<file path="src/rtl/glyph_pkg.sv">
`default_nettype none
// glyph_pkg: glyph geometry defaults shared with the overlay text buffer, plus sizing helpers.
package glyph_pkg;

  localparam int GLYPH_W_DEF = 8;
  localparam int GLYPH_H_DEF = 8;

  function automatic int glyph_bits(input int w, input int h);
    return w * h;
  endfunction

  function automatic int glyph_idx_w(input int w, input int h);
    return (w * h > 1) ? $clog2(w * h) : 1;
  endfunction

  function automatic int axis_w(input int len);
    return (len > 1) ? $clog2(len) : 1;
  endfunction

endpackage
`default_nettype wire

</file>
<file path="src/rtl/glyph_axis_counter.sv">
`default_nettype none
// glyph_axis_counter: scaled wrap counter for one glyph axis (rev 1.0).
// idx/sub are the coordinate of the current pixel; the registered copy holds the previous one.
module glyph_axis_counter
  import glyph_pkg::*;
#(
  parameter int LEN     = 8,
  parameter int SCALE_W = 2
) (
  input  logic                    clk,
  input  logic                    rst_n,
  input  logic                    clear,
  input  logic                    advance,
  input  logic [SCALE_W-1:0]      scale,
  output logic [axis_w(LEN)-1:0]  idx,
  output logic [SCALE_W-1:0]      sub
);

  localparam int IW = axis_w(LEN);

  logic [IW-1:0]      idx_q;
  logic [SCALE_W-1:0] sub_q;

  always_comb begin
    idx = idx_q;
    sub = sub_q;
    if (clear) begin
      idx = '0;
      sub = '0;
    end else if (advance) begin
      if (sub_q < scale) begin
        sub = sub_q + 1'b1;
      end else begin
        sub = '0;
        idx = (idx_q == IW'(LEN - 1)) ? '0 : idx_q + 1'b1;
      end
    end
  end

  always_ff @(posedge clk or negedge rst_n) begin
    if (!rst_n) begin
      idx_q <= '0;
      sub_q <= '0;
    end else begin
      idx_q <= idx;
      sub_q <= sub;
    end
  end

endmodule
`default_nettype wire

</file>
<file path="src/rtl/glyph_raster.sv">
`default_nettype none
// glyph_raster: scaled, tiled glyph bitmap onto a pixel stream, 2-cycle dot latency (rev 1.0).
// Define GLYPH_DBUF_EN for a shadow glyph register that swaps in on sof (tear-free updates).
module glyph_raster
  import glyph_pkg::*;
#(
  parameter int GLYPH_W = GLYPH_W_DEF,
  parameter int GLYPH_H = GLYPH_H_DEF,
  parameter int SCALE_W = 2
) (
  input  logic                         clk,
  input  logic                         rst_n,
  input  logic                         glyph_load,
  input  logic [GLYPH_W*GLYPH_H-1:0]   glyph_data,
  input  logic [SCALE_W-1:0]           scale,
  input  logic                         px_valid,
  input  logic                         px_sol,
  input  logic                         px_sof,
  output logic                         dot_valid,
  output logic                         dot
);

  localparam int NBITS = glyph_bits(GLYPH_W, GLYPH_H);
  localparam int IDX_W = glyph_idx_w(GLYPH_W, GLYPH_H);
  localparam int HW    = axis_w(GLYPH_W);
  localparam int VW    = axis_w(GLYPH_H);

  logic                 pix_sof;
  logic                 h_clear;
  logic                 h_adv;
  logic                 v_adv;
  logic [SCALE_W-1:0]   scale_q;
  logic [HW-1:0]        h_idx;
  logic [VW-1:0]        v_idx;
  logic [SCALE_W-1:0]   h_sub;
  logic [SCALE_W-1:0]   v_sub;
  logic                 unused_sub;
  logic [IDX_W-1:0]     index;
  logic [NBITS-1:0]     active;
  logic [IDX_W-1:0]     s1_idx;
  logic                 s1_valid;

  assign pix_sof = px_valid & px_sof;
  assign h_clear = px_valid & (px_sol | px_sof);
  assign h_adv   = px_valid & ~px_sol & ~px_sof;
  assign v_adv   = px_valid & px_sol & ~px_sof;

  // Sub-steps only pace the counters; the lookup needs just the glyph coordinate.
  assign unused_sub = ^{h_sub, v_sub};

  always_ff @(posedge clk or negedge rst_n) begin
    if (!rst_n) begin
      scale_q <= '0;
    end else if (pix_sof) begin
      scale_q <= scale;
    end
  end

  glyph_axis_counter #(
    .LEN     (GLYPH_W),
    .SCALE_W (SCALE_W)
  ) u_h_cnt (
    .clk     (clk),
    .rst_n   (rst_n),
    .clear   (h_clear),
    .advance (h_adv),
    .scale   (scale_q),
    .idx     (h_idx),
    .sub     (h_sub)
  );

  glyph_axis_counter #(
    .LEN     (GLYPH_H),
    .SCALE_W (SCALE_W)
  ) u_v_cnt (
    .clk     (clk),
    .rst_n   (rst_n),
    .clear   (pix_sof),
    .advance (v_adv),
    .scale   (scale_q),
    .idx     (v_idx),
    .sub     (v_sub)
  );

  // Row 0 col 0 sits at the MSB of the row-major bitmap.
  always_comb begin
    index = IDX_W'(NBITS - 1 - (int'(v_idx) * GLYPH_W + int'(h_idx)));
  end

`ifdef GLYPH_DBUF_EN
  logic [NBITS-1:0] shadow;

  // A load coincident with sof bypasses the shadow so that frame starts with the new glyph.
  always_ff @(posedge clk or negedge rst_n) begin
    if (!rst_n) begin
      shadow <= '0;
      active <= '0;
    end else begin
      if (glyph_load) begin
        shadow <= glyph_data;
      end
      if (pix_sof) begin
        active <= glyph_load ? glyph_data : shadow;
      end
    end
  end
`else
  always_ff @(posedge clk or negedge rst_n) begin
    if (!rst_n) begin
      active <= '0;
    end else if (glyph_load) begin
      active <= glyph_data;
    end
  end
`endif

  always_ff @(posedge clk or negedge rst_n) begin
    if (!rst_n) begin
      s1_idx    <= '0;
      s1_valid  <= 1'b0;
      dot       <= 1'b0;
      dot_valid <= 1'b0;
    end else begin
      s1_idx    <= index;
      s1_valid  <= px_valid;
      dot       <= s1_valid & active[s1_idx];
      dot_valid <= s1_valid;
    end
  end

endmodule
`default_nettype wire

</file>
<file path="config.mk">
export PLATFORM = sky130hd
export DESIGN_NAME = glyph_raster
export DESIGN_NICKNAME = d
export VERILOG_FILES = /design/src/rtl/glyph_pkg.sv /design/src/rtl/glyph_axis_counter.sv /design/src/rtl/glyph_raster.sv
export SDC_FILE = /design/constraint.sdc
export NUM_CORES = 1
export LEC_CHECK = 0
export BUFFER_PORTS_ARGS = -buffer_cell sky130_fd_sc_hd__buf_2
export CAP_MARGIN = 30
export CORE_UTILIZATION = 48
export DETAILED_ROUTE_END_ITERATION = 6
export HOLD_SLACK_MARGIN = 0.1
export PLACE_DENSITY = 0.77
export SLEW_MARGIN = 40
export SYNTH_ARGS = -nofsm -noshare
export SYNTH_HDL_FRONTEND = slang
export SYNTH_HIERARCHICAL = 1
export SYNTH_SLANG_ARGS = --single-unit
</file>
<file path="constraint.sdc">
create_clock -name clk -period 4.1 [get_ports clk]
set_input_delay 0.41 -clock clk [delete_from_list [all_inputs] [get_ports clk]]
set_output_delay 0.41 -clock clk [all_outputs]
set_load 0.005 [all_outputs]
</file>
==> impl_metrics.tcl, run 1 <==
set metrics [dict create \
    switching_share 0.245 \
    critPathArrivalTime_ns 2.71 \
    timing.final.max_slew_violations 0 \
    synth_cells 257 \
    synth-seq-cells 85 \
    leakagePower_nw 2.03 \
    period_share 0.601 \
    rsz0062_at_grt "no" \
    vias 2345 \
    worstMarginPinSlew_ns 0.773 \
    p_int_w 0.00136 \
    cts_tree "done" \
    initial_core_util 0.497 \
    grt-ovfl-total 0 \
    cts_buffer_depth 2 \
    drc 0 \
    ant_nets 0 \
    grt_max_degree 86 \
    ys_types 33 \
    comb_power_share 0.131 \
    cap_violations 0 \
    port-buffer-count 73 \
    drt_iter0_drc 112 \
    synth-seq-area-share 0.554 \
    slew_headroom 0.485 \
    cts_resized 0 \
    grt_pass1_wl_um 12400 \
    ios 74 \
    fmax_mhz 406 \
    cts-htree-levels 3 \
    power_frac_seq 0.539 \
    insertedDiodeCount 0 \
    syn_area_per_cell_um2 14.9 \
    vias_per_cell 5.37 \
    syn_nets 335 \
    drive_gt1_frac 0.516 \
    clkPwrFrac 0.331 \
    fin_skew_ns 0.0148 \
    netlist_area_um2 3840 \
    setup-tns-final_ns 0 \
    syn_to_final_growth_pct 17.2 \
    worstPathMaxFanout 16 \
    min_period_ns 2.47 \
    setup_viol 0 \
    critPathKind "reg2reg" \
    power.density_nw_per_um2 399 \
    synth_top_area_share 0.554 \
    worstSetupEndpointType "flip-flop" \
    post-dp-hpwl_um 5020 \
    clock-sinks 85 \
    die_area_um2 8360 \
    cts_buffers 9 \
    wl_per_cell_um 16.3 \
    routed_wl_um 7120 \
    cts-root-buf "clkbuf_8" \
    cts-hold-fix-buffers 0 \
    power_switching_w 0.000440 \
    final_util 0.582 \
    holdWs_ns 0.0714 \
    nets 408 \
    post_cts_buffers 0 \
    cp.required_ns 4.34 \
    fp.dieW_um 91.4 \
    ir_drop_mv 0.206 \
    hold_class "in2async" \
    hold_viol_final 0 \
    clk_latency_ns 0.36 \
    rows 32 \
    antenna_found_initial 0 \
    gp_congestion 0.729 \
    grt_pass1_vias 2520 \
    finalPower_w 0.00180 \
    synth_area_leaders "dfrtp_1 (55%), mux2_2 (19%), mux4_2 (7.0%)" \
    yosys.area.top_type "dfrtp_1" \
    startpoint_type "flip-flop" \
    mostFrequentLayoutCells "dfrtp_1 (84), buf_2 (71), mux2_2 (66)" \
    dr.pass1.iters 4 \
    coreArea_um2 7730 \
    grt_usage 0.195 \
    reg2regPathDepth 4 \
    mostFrequentLayoutCell "dfrtp_1" \
    clkTransAtPathRegs_ns 0.08 \
    die_y_um 91.4 \
    outcome "complete, no violations" \
    synth_warnings 6 \
]
==> cell families (layout without fill, tap and decap cells) <==
logic type	count (synthesis)	after routing	synth area share
flip-flops	85	85	0.554
adder cells (fa/ha/maj)	6	6	0.0196
buffers and inverters	22	100	0.0241
XOR/XNOR	4	4	0.00913
AND/OR/NAND/NOR	31	31	0.0489
AO/OA/AOI/OAI	22	22	0.0352
multiplexers	87	87	0.309
==> cells in the mapped netlist <==
| library cell | instances |
|---|---|
| a21oi_1 | 6 |
| a22oi_1 | 2 |
| a311oi_1 | 1 |
| a32o_1 | 1 |
| a41oi_1 | 1 |
| and2_1 | 1 |
| and3b_1 | 1 |
| buf_2 | 2 |
| buf_6 | 1 |
| clkbuf_1 | 9 |
| dfrtp_1 | 85 |
| ha_1 | 6 |
| inv_1 | 10 |
| mux2_2 | 66 |
| mux2i_1 | 4 |
| mux4_1 | 5 |
| mux4_2 | 12 |
| nand2_1 | 5 |
| nand3_1 | 4 |
| nand3b_1 | 2 |
| nor2_1 | 4 |
| nor2b_1 | 2 |
| nor3_1 | 4 |
| nor3b_1 | 1 |
| nor3b_2 | 2 |
| o21a_1 | 3 |
| o21ai_0 | 6 |
| o21ai_1 | 2 |
| or2_0 | 1 |
| or3b_2 | 2 |
| or4_1 | 2 |
| xnor2_1 | 2 |
| xor2_1 | 2 |
==> stage by stage <==
stage	cells	worst slack [ns]	instance area [um2]
floorplan	257	2.18	3840
global placement	421	1.67	4290
detailed placement	421	1.61	4290
CTS	437	1.61	4490
global route	437	1.52	4500
finish	437	1.63	4500
==> layout make-up <==
| cell class | instances | area (um2) |
|---|---|---|
| inverter | 10 | 37.5 |
| clock inverter | 6 | 62.6 |
| tap | 102 | 128 |
| multi-input combinational | 150 | 1620 |
| fill | 619 | 3230 |
| timing repair buffer | 74 | 384 |
| sequential | 85 | 2130 |
| clock buffer | 10 | 138 |
==> flip-flops by register name (all words and copies together) (netlist names), 2 cells and up <==
signal and cells:
active 64, s1_idx 6, scale_q 2, u_h_cnt/idx_q 3, u_h_cnt/sub_q 2, u_v_cnt/idx_q 3, u_v_cnt/sub_q 2
==> routing by layer <==
metal  GRT usage  wire length, um  vias to the layer above
met4      0.0476               82                        0
met2       0.311             3400                       63
met3      0.0653              410                        9
met1       0.257             3220                     1177
met5           0                0                        -
li1            -                -                     1096
==> worst max-delay path, cell delays in order (launching register included) <==
cell,delay (ns)
dfrtp_1,0.85
mux4_1,0.64
mux4_2,0.46
or2_0,0.21
a32o_1,0.20
==> power by group through the flow <==
stage / clock (W) / sequential (W) / combinational, W
finish: 0.000594 / 0.000967 / 0.000235
global route: 0.000645 / 0.000980 / 0.000260
CTS: 0.000609 / 0.000968 / 0.000238
detailed placement: 0 / 0.000984 / 0.000237
global placement: 0 / 0.000980 / 0.000229
floorplan: 0 / 0.000960 / 0.000166
==> worst paths after layout <==
path / slack [ns] / start / to
min in group clk: 0.20 / px_valid / s1_valid
max in group asynchronous: 3.51 / rst_n / s1_idx[0]
worst max-delay path: 1.63 / s1_idx[1] / dot
worst min register to register: 0.48 / s1_valid / dot_valid
worst min-delay path: 0.07 / rst_n / active[58]
worst max register to register: 1.63 / s1_idx[1] / dot
Note: power is estimated with default switching activity, not from simulation.
==> run 2, diff against run 1 <==
==> constraint.sdc (replaced) <==
create_clock -name clk -period 2.5 [get_ports clk]
set_input_delay 0.25 -clock clk [delete_from_list [all_inputs] [get_ports clk]]
set_output_delay 0.25 -clock clk [all_outputs]
set_load 0.005 [all_outputs]
==> run 2 against run 1 <==
Clock skew is 0.0090 ns lower. Power up 70%. Critical path depth stayed put. Utilization up 1.0 points. First-iteration DRC count down 25%. Critical endpoint unchanged.
==> impl_metrics.tcl, run 2 (synthesis results as in run 1) <==
set metrics [dict create \
    hold_viol_final 0 \
    ant_nets 0 \
    fin_skew_ns 0.00575 \
    power_switching_w 0.000716 \
    crit_family "multiplexers" \
    mostFrequentLayoutCell "dfrtp_1" \
    crit_chain "mux4_1 > mux4_2 > or2_0 > a32o_1" \
    drt_iter0_drc 84 \
    rsz0062_at_grt "no" \
    cp_num_buf_inv 0 \
    cts_resized 0 \
    vias 2359 \
    slowest_delay_ns 0.60 \
    rows 32 \
    slew_headroom 0.562 \
    clock-sinks 85 \
    fp.dieW_um 91.4 \
    wl_per_cell_um 15.9 \
    reg2regPathDepth 4 \
    comb_power_share 0.131 \
    cts_buffer_depth 2 \
    cts-htree-levels 3 \
    switching_share 0.234 \
    setup_viol 0 \
    cts-root-buf "clkbuf_8" \
    setup-tns-final_ns 0 \
    worstPathMaxFanout 5 \
    hold_start "scale[0]" \
    nets 412 \
    crit_cells 4 \
    min_period_ns 2.08 \
    cts_buffers 9 \
    critPathKind "reg2reg" \
    leakagePower_nw 2.08 \
    mostFrequentLayoutCells "dfrtp_1 (85), buf_2 (72), mux2_2 (66)" \
    min_path_cells 2 \
    drive_gt1_frac 0.510 \
    power.density_nw_per_um2 668 \
    cp.required_ns 2.74 \
    grt-ovfl-total 0 \
    die_y_um 91.4 \
    grt_usage 0.190 \
    fmax_mhz 482 \
    insertedDiodeCount 0 \
    clk_latency_ns 0.35 \
    post-dp-hpwl_um 4960 \
    drc 0 \
    p_int_w 0.00234 \
    clkPwrFrac 0.352 \
    worstMarginPinSlew_ns 0.657 \
    cts-hold-fix-buffers 2 \
    post_cts_buffers 0 \
    grt_pass1_wl_um 12100 \
    design_area_um2 4580 \
    cts_tree "done" \
    slowest_stage "mux4_1" \
    critPathArrivalTime_ns 2.32 \
    vias_per_cell 5.35 \
    routed_wl_um 7030 \
    die_area_um2 8360 \
    timing.final.max_slew_violations 0 \
    ios 74 \
    worstSetupEndpointType "flip-flop" \
    power_frac_seq 0.517 \
    worstReg2RegStart "s1_idx[1]" \
    port-buffer-count 73 \
    crit_start "s1_idx[1]" \
    hold_class "in2reg" \
    largest_register_ffs 64 \
    grt_pass1_vias 2481 \
    period_share 0.830 \
    placed_area_um2 4330 \
    dr.pass1.iters 4 \
    coreArea_um2 7730 \
    grt_max_degree 86 \
    regMostFlops "active" \
    cap_violations 0 \
    ir_drop_mv 0.341 \
    reg_top3 "active: 64 flops, s1_idx: 6 flops" \
    antenna_found_initial 0 \
    startpoint_type "flip-flop" \
    gp_congestion 0.804 \
    syn_to_final_growth_pct 19.2 \
    outcome "complete, no violations" \
    clkTransAtPathRegs_ns 0.08 \
    initial_core_util 0.497 \
]
[run 2: power by group through the flow]
stage	sequential [W]	combinational [W]	clock [W]
3_3_place_gp	0.00161	0.000387	0
3_5_place_dp	0.00161	0.000401	0
2_1_floorplan	0.00157	0.000271	0
4_1_cts	0.00158	0.000406	0.00111
6_report	0.00158	0.000400	0.00108
5_1_grt	0.00160	0.000442	0.00117
[run 2: per-layer routing]
layer,GRT usage,wire length (um),up-vias
li1,-,-,1111
met1,0.260,3350,1175
met2,0.288,3230,65
met3,0.0729,384,8
met4,0.0476,70,0
met5,0,0,-
[run 2: final timing paths]
path / endpoint / slack, ns
setup / recovery: dot / 0.42
hold / removal: scale_q[0] / 0.12
setup reg to reg: dot / 0.42
hold reg to reg: dot_valid / 0.47
max in group asynchronous: dot / 1.55
min in group asynchronous: active[45] / 0.50
[run 2: stage by stage]
stage / setup WS [ns] / hold slack, ns / std cells / total power, W / util
after floorplan: 0.580 / -0.0456 / 257 / 0.00185 / -
final: 0.425 / 0.119 / 441 / 0.00306 / 0.592
after detailed placement: 0.454 / 0.357 / 423 / 0.00201 / 0.560
after global routing: 0.227 / 0.101 / 441 / 0.00321 / 0.592
after global placement: 0.523 / 0.406 / 423 / 0.00199 / 0.560
after CTS: 0.426 / 0.100 / 441 / 0.00310 / 0.592
[run 2: cell type report]
cell class / count / area, um2
Fill cell: 623 / 3150
Sequential cell: 85 / 2130
Multi-Input combinational cell: 150 / 1620
Timing Repair Buffer: 78 / 442
Clock buffer: 11 / 141
Tap cell: 102 / 128
Clock inverter: 5 / 82.6
Inverter: 10 / 37.5
